===== config.mk =====
export PLATFORM = sky130hd
export DESIGN_NAME = sw_alloc_flat
export DESIGN_NICKNAME = d
export VERILOG_FILES = /design/src/rtl/sw_alloc_if.sv /design/src/rtl/sw_alloc.sv /design/src/flat_wrapper.sv
export SDC_FILE = /design/constraint.sdc
export NUM_CORES = 1
export LEC_CHECK = 0
export CAP_MARGIN = 20
export CORE_AREA = 2 2 62 93
export CTS_CLUSTER_SIZE = 14
export DETAILED_ROUTE_END_ITERATION = 10
export DIE_AREA = 0 0 64 95
export PLACE_DENSITY = 0.8
export SLEW_MARGIN = 20
export SYNTH_ARGS = -nofsm -noshare
export SYNTH_HDL_FRONTEND = slang
export SYNTH_SLANG_ARGS = --single-unit

===== constraint.sdc =====
create_clock -name clk -period 4.5 [get_ports clk]
set_input_delay 0.9 -clock clk [delete_from_list [all_inputs] [get_ports clk]]
set_output_delay 0.9 -clock clk [all_outputs]
set_load 0.01 [all_outputs]

===== src/rtl/sw_alloc_if.sv =====
// sw_alloc_if
// Bundles the signals that pass between one output-channel switch allocator,
// the rx ports that compete for that channel, and the downstream channel.
//
// Signals
//   sw_req    rx -> alloc   per-port allocation request
//   sw_chnl   rx -> alloc   per-port requested channel, port i at [i*CHANNEL_BITS +: CHANNEL_BITS]
//   sw_gnt    alloc -> rx   per-port grant, one-hot or zero
//   buf_addr  alloc -> rx   buffer read address broadcast to every rx buffer
//   buf_data  rx -> alloc   per-port combinational buffer read data, port i at [i*SIZE +: SIZE]
//   ch_req    alloc -> ch   two-phase (toggle) flit valid
//   ch_flit   alloc -> ch   flit payload
//   ch_ack    ch -> alloc   two-phase (toggle) flit acknowledge
//
// Modports
//   master    the allocator side
//   slave     the environment side (rx ports plus downstream channel)
interface sw_alloc_if #(
    parameter int PORTS        = 4,
    parameter int SIZE         = 8,
    parameter int BUFF_BITS    = 3,
    parameter int CHANNEL_BITS = 8
);
    logic [PORTS-1:0]              sw_req;
    logic [PORTS*CHANNEL_BITS-1:0] sw_chnl;
    logic [PORTS-1:0]              sw_gnt;
    logic [BUFF_BITS-1:0]          buf_addr;
    logic [PORTS*SIZE-1:0]         buf_data;
    logic                          ch_req;
    logic [SIZE-1:0]               ch_flit;
    logic                          ch_ack;

    modport master (
        input  sw_req, sw_chnl, buf_data, ch_ack,
        output sw_gnt, buf_addr, ch_req, ch_flit
    );

    modport slave (
        output sw_req, sw_chnl, buf_data, ch_ack,
        input  sw_gnt, buf_addr, ch_req, ch_flit
    );
endinterface


===== src/rtl/sw_alloc.sv =====
// sw_alloc
// Switch allocator for one output channel. PORTS rx ports request the channel;
// a round-robin arbiter picks one eligible port (request high and requested
// channel equal to OUT_ID), grants it, then streams its FLITS-flit packet out
// of the rx buffer one flit at a time over a two-phase req/ack handshake.
//
// Ports
//   clk        clock, all state changes on the rising edge
//   reset      asynchronous, active-high reset
//   bus        sw_alloc_if master modport (requests, grants, buffer read,
//              downstream toggle handshake)
//   busy       high whenever the allocator is not in IDLE
//   pkt_count  number of packets completed since reset, wraps at 16 bits
module sw_alloc #(
    parameter int PORTS        = 4,
    parameter int SIZE         = 8,
    parameter int BUFF_BITS    = 3,
    parameter int CHANNEL_BITS = 8,
    parameter int OUT_ID       = 0
) (
    input  logic              clk,
    input  logic              reset,
    sw_alloc_if.master        bus,
    output logic              busy,
    output logic [15:0]       pkt_count
);

    localparam int FLITS = 2 ** BUFF_BITS;
    localparam int PW    = (PORTS > 1) ? $clog2(PORTS) : 1;
    localparam logic [BUFF_BITS-1:0] LAST_FLIT = BUFF_BITS'(FLITS - 1);

    typedef enum logic [1:0] {
        IDLE     = 2'd0,
        LOAD     = 2'd1,
        WAIT_ACK = 2'd2,
        DONE     = 2'd3
    } state_t;

    state_t               state;
    logic [PW-1:0]        winner;       // port owning the channel for this packet
    logic [PW-1:0]        last_winner;  // round-robin pointer: search starts after it
    logic [BUFF_BITS-1:0] flit_cnt;
    logic                 ack_q;        // ch_ack one cycle ago, for toggle detection

    logic                 ack_evt;
    logic [PORTS-1:0]     eligible;
    logic                 pick_found;
    logic [PW-1:0]        pick_idx;

    // Round-robin search: first eligible port starting at last+1, wrapping.
    // Returns {found, index}.
    function automatic logic [PW:0] rr_pick(
        input logic [PORTS-1:0] elig,
        input logic [PW-1:0]    last
    );
        logic          found;
        logic [PW-1:0] idx;
        int            p;
        found = 1'b0;
        idx   = '0;
        for (int k = 1; k <= PORTS; k++) begin
            p = (int'(last) + k) % PORTS;
            if (!found && elig[p]) begin
                found = 1'b1;
                idx   = PW'(p);
            end
        end
        return {found, idx};
    endfunction

    // A port only competes for this instance when it asks for our channel.
    always_comb begin
        eligible = '0;
        for (int i = 0; i < PORTS; i++) begin
            eligible[i] = bus.sw_req[i] &&
                (bus.sw_chnl[i*CHANNEL_BITS +: CHANNEL_BITS] == CHANNEL_BITS'(OUT_ID));
        end
    end

    always_comb begin
        {pick_found, pick_idx} = rr_pick(eligible, last_winner);
    end

    // Two-phase acknowledge: any edge of ch_ack is one event.
    assign ack_evt = bus.ch_ack ^ ack_q;

    always_ff @(posedge clk or posedge reset) begin
        if (reset) begin
            state        <= IDLE;
            winner       <= '0;
            // Pointing at the last port makes port 0 the first one searched.
            last_winner  <= PW'(PORTS - 1);
            flit_cnt     <= '0;
            ack_q        <= 1'b0;
            busy         <= 1'b0;
            pkt_count    <= '0;
            bus.sw_gnt   <= '0;
            bus.buf_addr <= '0;
            bus.ch_req   <= 1'b0;
            bus.ch_flit  <= '0;
        end else begin
            ack_q <= bus.ch_ack;

            case (state)
                IDLE: begin
                    if (pick_found) begin
                        winner       <= pick_idx;
                        bus.sw_gnt   <= PORTS'(1) << pick_idx;
                        bus.buf_addr <= '0;
                        flit_cnt     <= '0;
                        busy         <= 1'b1;
                        state        <= LOAD;
                    end
                end

                // buf_addr was set on the previous edge, so the rx buffer's
                // combinational read data is already valid here.
                LOAD: begin
                    bus.ch_flit <= bus.buf_data[int'(winner)*SIZE +: SIZE];
                    bus.ch_req  <= ~bus.ch_req;
                    state       <= WAIT_ACK;
                end

                WAIT_ACK: begin
                    if (ack_evt) begin
                        if (flit_cnt == LAST_FLIT) begin
                            bus.sw_gnt  <= '0;
                            pkt_count   <= pkt_count + 16'd1;
                            last_winner <= winner;
                            state       <= DONE;
                        end else begin
                            flit_cnt     <= flit_cnt + 1'b1;
                            bus.buf_addr <= bus.buf_addr + 1'b1;
                            state        <= LOAD;
                        end
                    end
                end

                // One idle cycle so the rx port sees its grant drop before
                // any new arbitration takes place.
                DONE: begin
                    busy  <= 1'b0;
                    state <= IDLE;
                end

                default: begin
                    busy  <= 1'b0;
                    state <= IDLE;
                end
            endcase
        end
    end

endmodule


===== src/flat_wrapper.sv =====
// flat-port wrapper written by rule: the top's interface ports become plain ports
module sw_alloc_flat 
#(
    parameter int PORTS        = 4,
    parameter int SIZE         = 8,
    parameter int BUFF_BITS    = 3,
    parameter int CHANNEL_BITS = 8,
    parameter int OUT_ID       = 0
)
  (clk, reset, busy, pkt_count, bus_sw_req, bus_sw_chnl, bus_buf_data, bus_ch_ack, bus_sw_gnt, bus_buf_addr, bus_ch_req, bus_ch_flit);
  sw_alloc_if #(.PORTS(PORTS), .SIZE(SIZE), .BUFF_BITS(BUFF_BITS), .CHANNEL_BITS(CHANNEL_BITS)) bus_i ();
  input  logic clk;
  input  logic reset;
  output logic busy;
  output logic [15:0] pkt_count;
  input wire logic [$bits(bus_i.sw_req)-1:0] bus_sw_req;
  input wire logic [$bits(bus_i.sw_chnl)-1:0] bus_sw_chnl;
  input wire logic [$bits(bus_i.buf_data)-1:0] bus_buf_data;
  input wire logic [$bits(bus_i.ch_ack)-1:0] bus_ch_ack;
  output wire logic [$bits(bus_i.sw_gnt)-1:0] bus_sw_gnt;
  output wire logic [$bits(bus_i.buf_addr)-1:0] bus_buf_addr;
  output wire logic [$bits(bus_i.ch_req)-1:0] bus_ch_req;
  output wire logic [$bits(bus_i.ch_flit)-1:0] bus_ch_flit;
  assign bus_i.sw_req = bus_sw_req;
  assign bus_i.sw_chnl = bus_sw_chnl;
  assign bus_i.buf_data = bus_buf_data;
  assign bus_i.ch_ack = bus_ch_ack;
  assign bus_sw_gnt = bus_i.sw_gnt;
  assign bus_buf_addr = bus_i.buf_addr;
  assign bus_ch_req = bus_i.ch_req;
  assign bus_ch_flit = bus_i.ch_flit;
  sw_alloc #(.PORTS(PORTS), .SIZE(SIZE), .BUFF_BITS(BUFF_BITS), .CHANNEL_BITS(CHANNEL_BITS), .OUT_ID(OUT_ID)) u_core (.clk(clk), .reset(reset), .bus(bus_i), .busy(busy), .pkt_count(pkt_count));
endmodule

==> flow_summary_export.csv <==
group,metric,value,unit
placement,dp_hpwl,4.36,mm
floorplanning,pin_count,104,
floorplanning,start_util,42.8,%
global_route,grt_pass1_vias,1911,
timing,slew_violations,0,
clock_network,cts_hold_buffers,0,
min_path,min-delay-start,"u_core.pkt_count[15]$_DFFE_PP0P_",
detailed_routing,drtIter0Drc,65,
synthesis,postSynth.asyncResetShare,100,%
synthesis,netlist_instances,192,
worst_setup_path,cp_max_fo,8,
finish,drive_above_1_share,13.4,%
worst_setup_path,worstSetupStartpoint,"bus_sw_chnl[26]",
placement,gp_congestion,0.817,
worst_setup_path,worstPathArrival,2.73,ns
clock_network,clock_sinks,43,
run,drv_cap,0,
worst_setup_path,cp-endpoint,"u_core.winner[0]$_DFFE_PP0P_",
synthesis,synth_top_family_by_area,"simple AND/OR/NAND/NOR gates",
placement,port_buffers,103,
detailed_routing,ant_nets,0,
synthesis,syn_area_per_cell,11.9,sq um
clock_network,htree_levels,2,
synthesis,synth_area,0.00228,sq mm
synthesis,synth_cell_types,46,
worst_setup_path,r2r_slack,2.67,ns
synthesis,syn-num-nets,267,
clock_network,cts_buffers,5,
worst_setup_path,rr_endpoint,"u_core.pkt_count[7]$_DFFE_PP0P_",
finish,final_core_util,65.6,%
worst_setup_path,cp-end-kind,"flip-flop",
floorplanning,fp.coreArea,0.00533,sq mm
global_route,grt_overflow,0,
detailed_routing,routed_wl,5.58,mm
floorplanning,die_w,64,um
timing,period_share,56.5,%
global_route,antenna_found_initial,0,
clock_network,clock-root-buffer,"clkbuf_8",
clock_network,clk_pin_slew,0.08,ns
finish,fillerInstances,421,
synthesis,synth_xor_area_share,6.92,%
synthesis,synthMuxAreaShare,12.8,%
clock_network,clockBufferDepth,2,
detailed_routing,vias,1939,
power,p_leak,1.45,nW
detailed_routing,drt_pass1_iterations,4,
floorplanning,fp.dieH,95,um
min_path,hold_path_class,"flip-flop to flip-flop",
synthesis,synth_warnings,0,
timing,setup_viol,0,
worst_setup_path,worstReg2RegStart,"u_core.flit_cnt[0]$_DFFE_PP0P_",
timing,tightest_slew,0.595,ns
detailed_routing,wire_per_inst,15.1,um
synthesis,yosys.area_share.adder,2.20,%
detailed_routing,viasPerCell,5.25,
floorplanning,rows,33,
timing,hold_viol,0,
timing,max-slew-margin-rel,60.3,%
synthesis,synth_ff_type,"dfrtp_1",
finish,syn2layout_area_growth,53.2,%
timing,finClkSkew,0.00396,ns
synthesis,synth-compound-area-share,9.82,%
clock_network,postCtsSetupBuffers,0,
status,outcome,"finished, final reports clean",
worst_setup_path,required,4.68,ns
global_route,grt_pass1_wl,8.87,mm
finish,antenna_cells,0,
worst_setup_path,worstSetupStartpointType,"input pin",
worst_setup_path,reg2reg_depth,7,
floorplanning,fp.dieArea,0.00608,sq mm
worst_setup_path,timing.setup.critical_path_class,"input pin to flip-flop",
clock_network,cts_tree,"done",
clock_network,clkLatencyLatePin,0.30,ns
synthesis,ys_seq_area_share,47.3,%
global_route,grt_usage,18.9,%
power,p_per_area,346,mW/mm^2
synthesis,synth_edf_count,0,
timing,setup_tns,0,ns
power,peakVddDrop,0.248,mV
synthesis,ys_ff_latch,43,
synthesis,synth-simple-area-share,19.3,%
timing,max_freq,393,MHz
timing,period_minus_slack,2.54,ns
detailed_routing,drcViolationCount,0,
clock_network,cts_resized,0,
finish,fin_nets,373,
global_route,grt_max_degree,44,
timing,rsz0062_at_grt,"false",
cells in the mapped netlist, drive strengths merged (2+ instances only):
library cell  count  share of area, %
nand4             6               1.6
buf               5               1.1
and3              4               1.1
o211ai            3              0.99
ha                4               2.2
mux4              8               7.9
o21ai             2              0.44
nor4              2               1.5
a21oi             7               1.5
nand4b            2               1.0
and4              2              0.77
nor3              5               1.3
nand2b            2              0.55
a31o              2              0.77
and2              3              0.82
mux2             10               4.9
dfstp             2               2.3
a22o              3               1.2
nand2            22               3.6
xor2              5               1.9
o41ai             2               1.4
xnor2            13               5.0
dfrtp            41                45
nand3             6               1.5
inv               3              0.49
nor2b             4               1.1
nor2             13               3.0
report_power, final:
part | internal (W) | leakage, nW | total, W | switching, W
Combinational | 0.000240 | 0.836 | 0.000377 | 0.000137
Clock | 0.000165 | 0.0581 | 0.000301 | 0.000135
Sequential | 0.000464 | 0.558 | 0.000530 | 0.0000660
through the flow:
step | area [sq um] | setup WS [ns] | hold WS, ns | power (W) | cells
after CTS | 3490 | 1.94 | 0.479 | 0.00122 | 369
after detailed placement | 3380 | 1.65 | 0.462 | 0.000918 | 361
after global routing | 3490 | 1.85 | 0.507 | 0.00127 | 369
after global placement | 3380 | 1.73 | 0.460 | 0.000905 | 361
final | 3490 | 1.96 | 0.474 | 0.00121 | 369
after floorplan | 2280 | 2.27 | 0.446 | 0.000698 | 192
state kept, by name (all words and copies together) (netlist names):
signal,count
u_core.pkt_count,16
u_core.bus.ch_flit,8
u_core.bus.sw_gnt,4
u_core.bus.buf_addr,3
u_core.flit_cnt,3
u_core.last_winner,2
u_core.state,2
u_core.winner,2
u_core.ack_q,1
u_core.bus.ch_req,1
u_core.busy,1
critical path: stages:
cell and delay (ns):
clkdlybuf4s50_1 0.42, nor4_2 0.29, nand4b_1 0.29, a41o_4 0.36, nor2_8 0.12, mux2_2 0.35
cells by family (layout without fill, tap and decap cells):
family,Yosys count,in the layout
flip-flops,43,43
buffers and inverters,8,115
adder cells (fa/ha/maj),4,4
XOR/XNOR,18,18
multiplexers,18,18
AO/OA/AOI/OAI,27,27
AND/OR/NAND/NOR,74,74
per-layer routing:
metal,global-route usage (%),vias up,routed length [um]
li1,-,913,-
met1,20.7,960,2040
met2,35.6,58,3170
met3,3.58,8,289
met4,6.88,0,85
met5,0,-,0
cells in the final DEF, fill, tap and decap left out, drive strengths merged, types with 3 or more instances in the layout:
cell           count
and3               4
mux4               8
nand2             22
nand3              6
mux2              10
ha                 4
a21oi              7
dfrtp             41
clkinv             3
nor3               5
clkbuf             5
xnor2             13
nand4              6
nor2              13
and2               3
a22o               3
clkdlybuf4s50    103
nor2b              4
xor2               5
o211ai             3
layout make-up:
| cell class | instances | area, sq um | area share, % |
|---|---|---|---|
| multi-input cells | 141 | 1160 | 33.3 |
| flip-flops and latches | 43 | 1080 | 30.9 |
| repair buffers | 104 | 1040 | 29.7 |
| well taps | 70 | 87.6 | 2.51 |
| clock buffers | 5 | 68.8 | 1.97 |
| clock inverters | 3 | 43.8 | 1.25 |
| inverters | 3 | 11.3 | 0.322 |
how the worst min path moves through the flow:
stage                                       endpoint  slack, ns  cells past startpoint
global placement       u_core.bus.ch_req$_DFFE_PP0N_       0.46                      1
floorplan             u_core.flit_cnt[0]$_DFFE_PP0P_       0.45                      1
finish              u_core.pkt_count[15]$_DFFE_PP0P_       0.47                      1
global route        u_core.pkt_count[15]$_DFFE_PP0P_       0.51                      1
detailed placement     u_core.bus.ch_req$_DFFE_PP0N_       0.46                      1
CTS                 u_core.pkt_count[15]$_DFFE_PP0P_       0.48                      1
(Power assumes the default switching activity.)
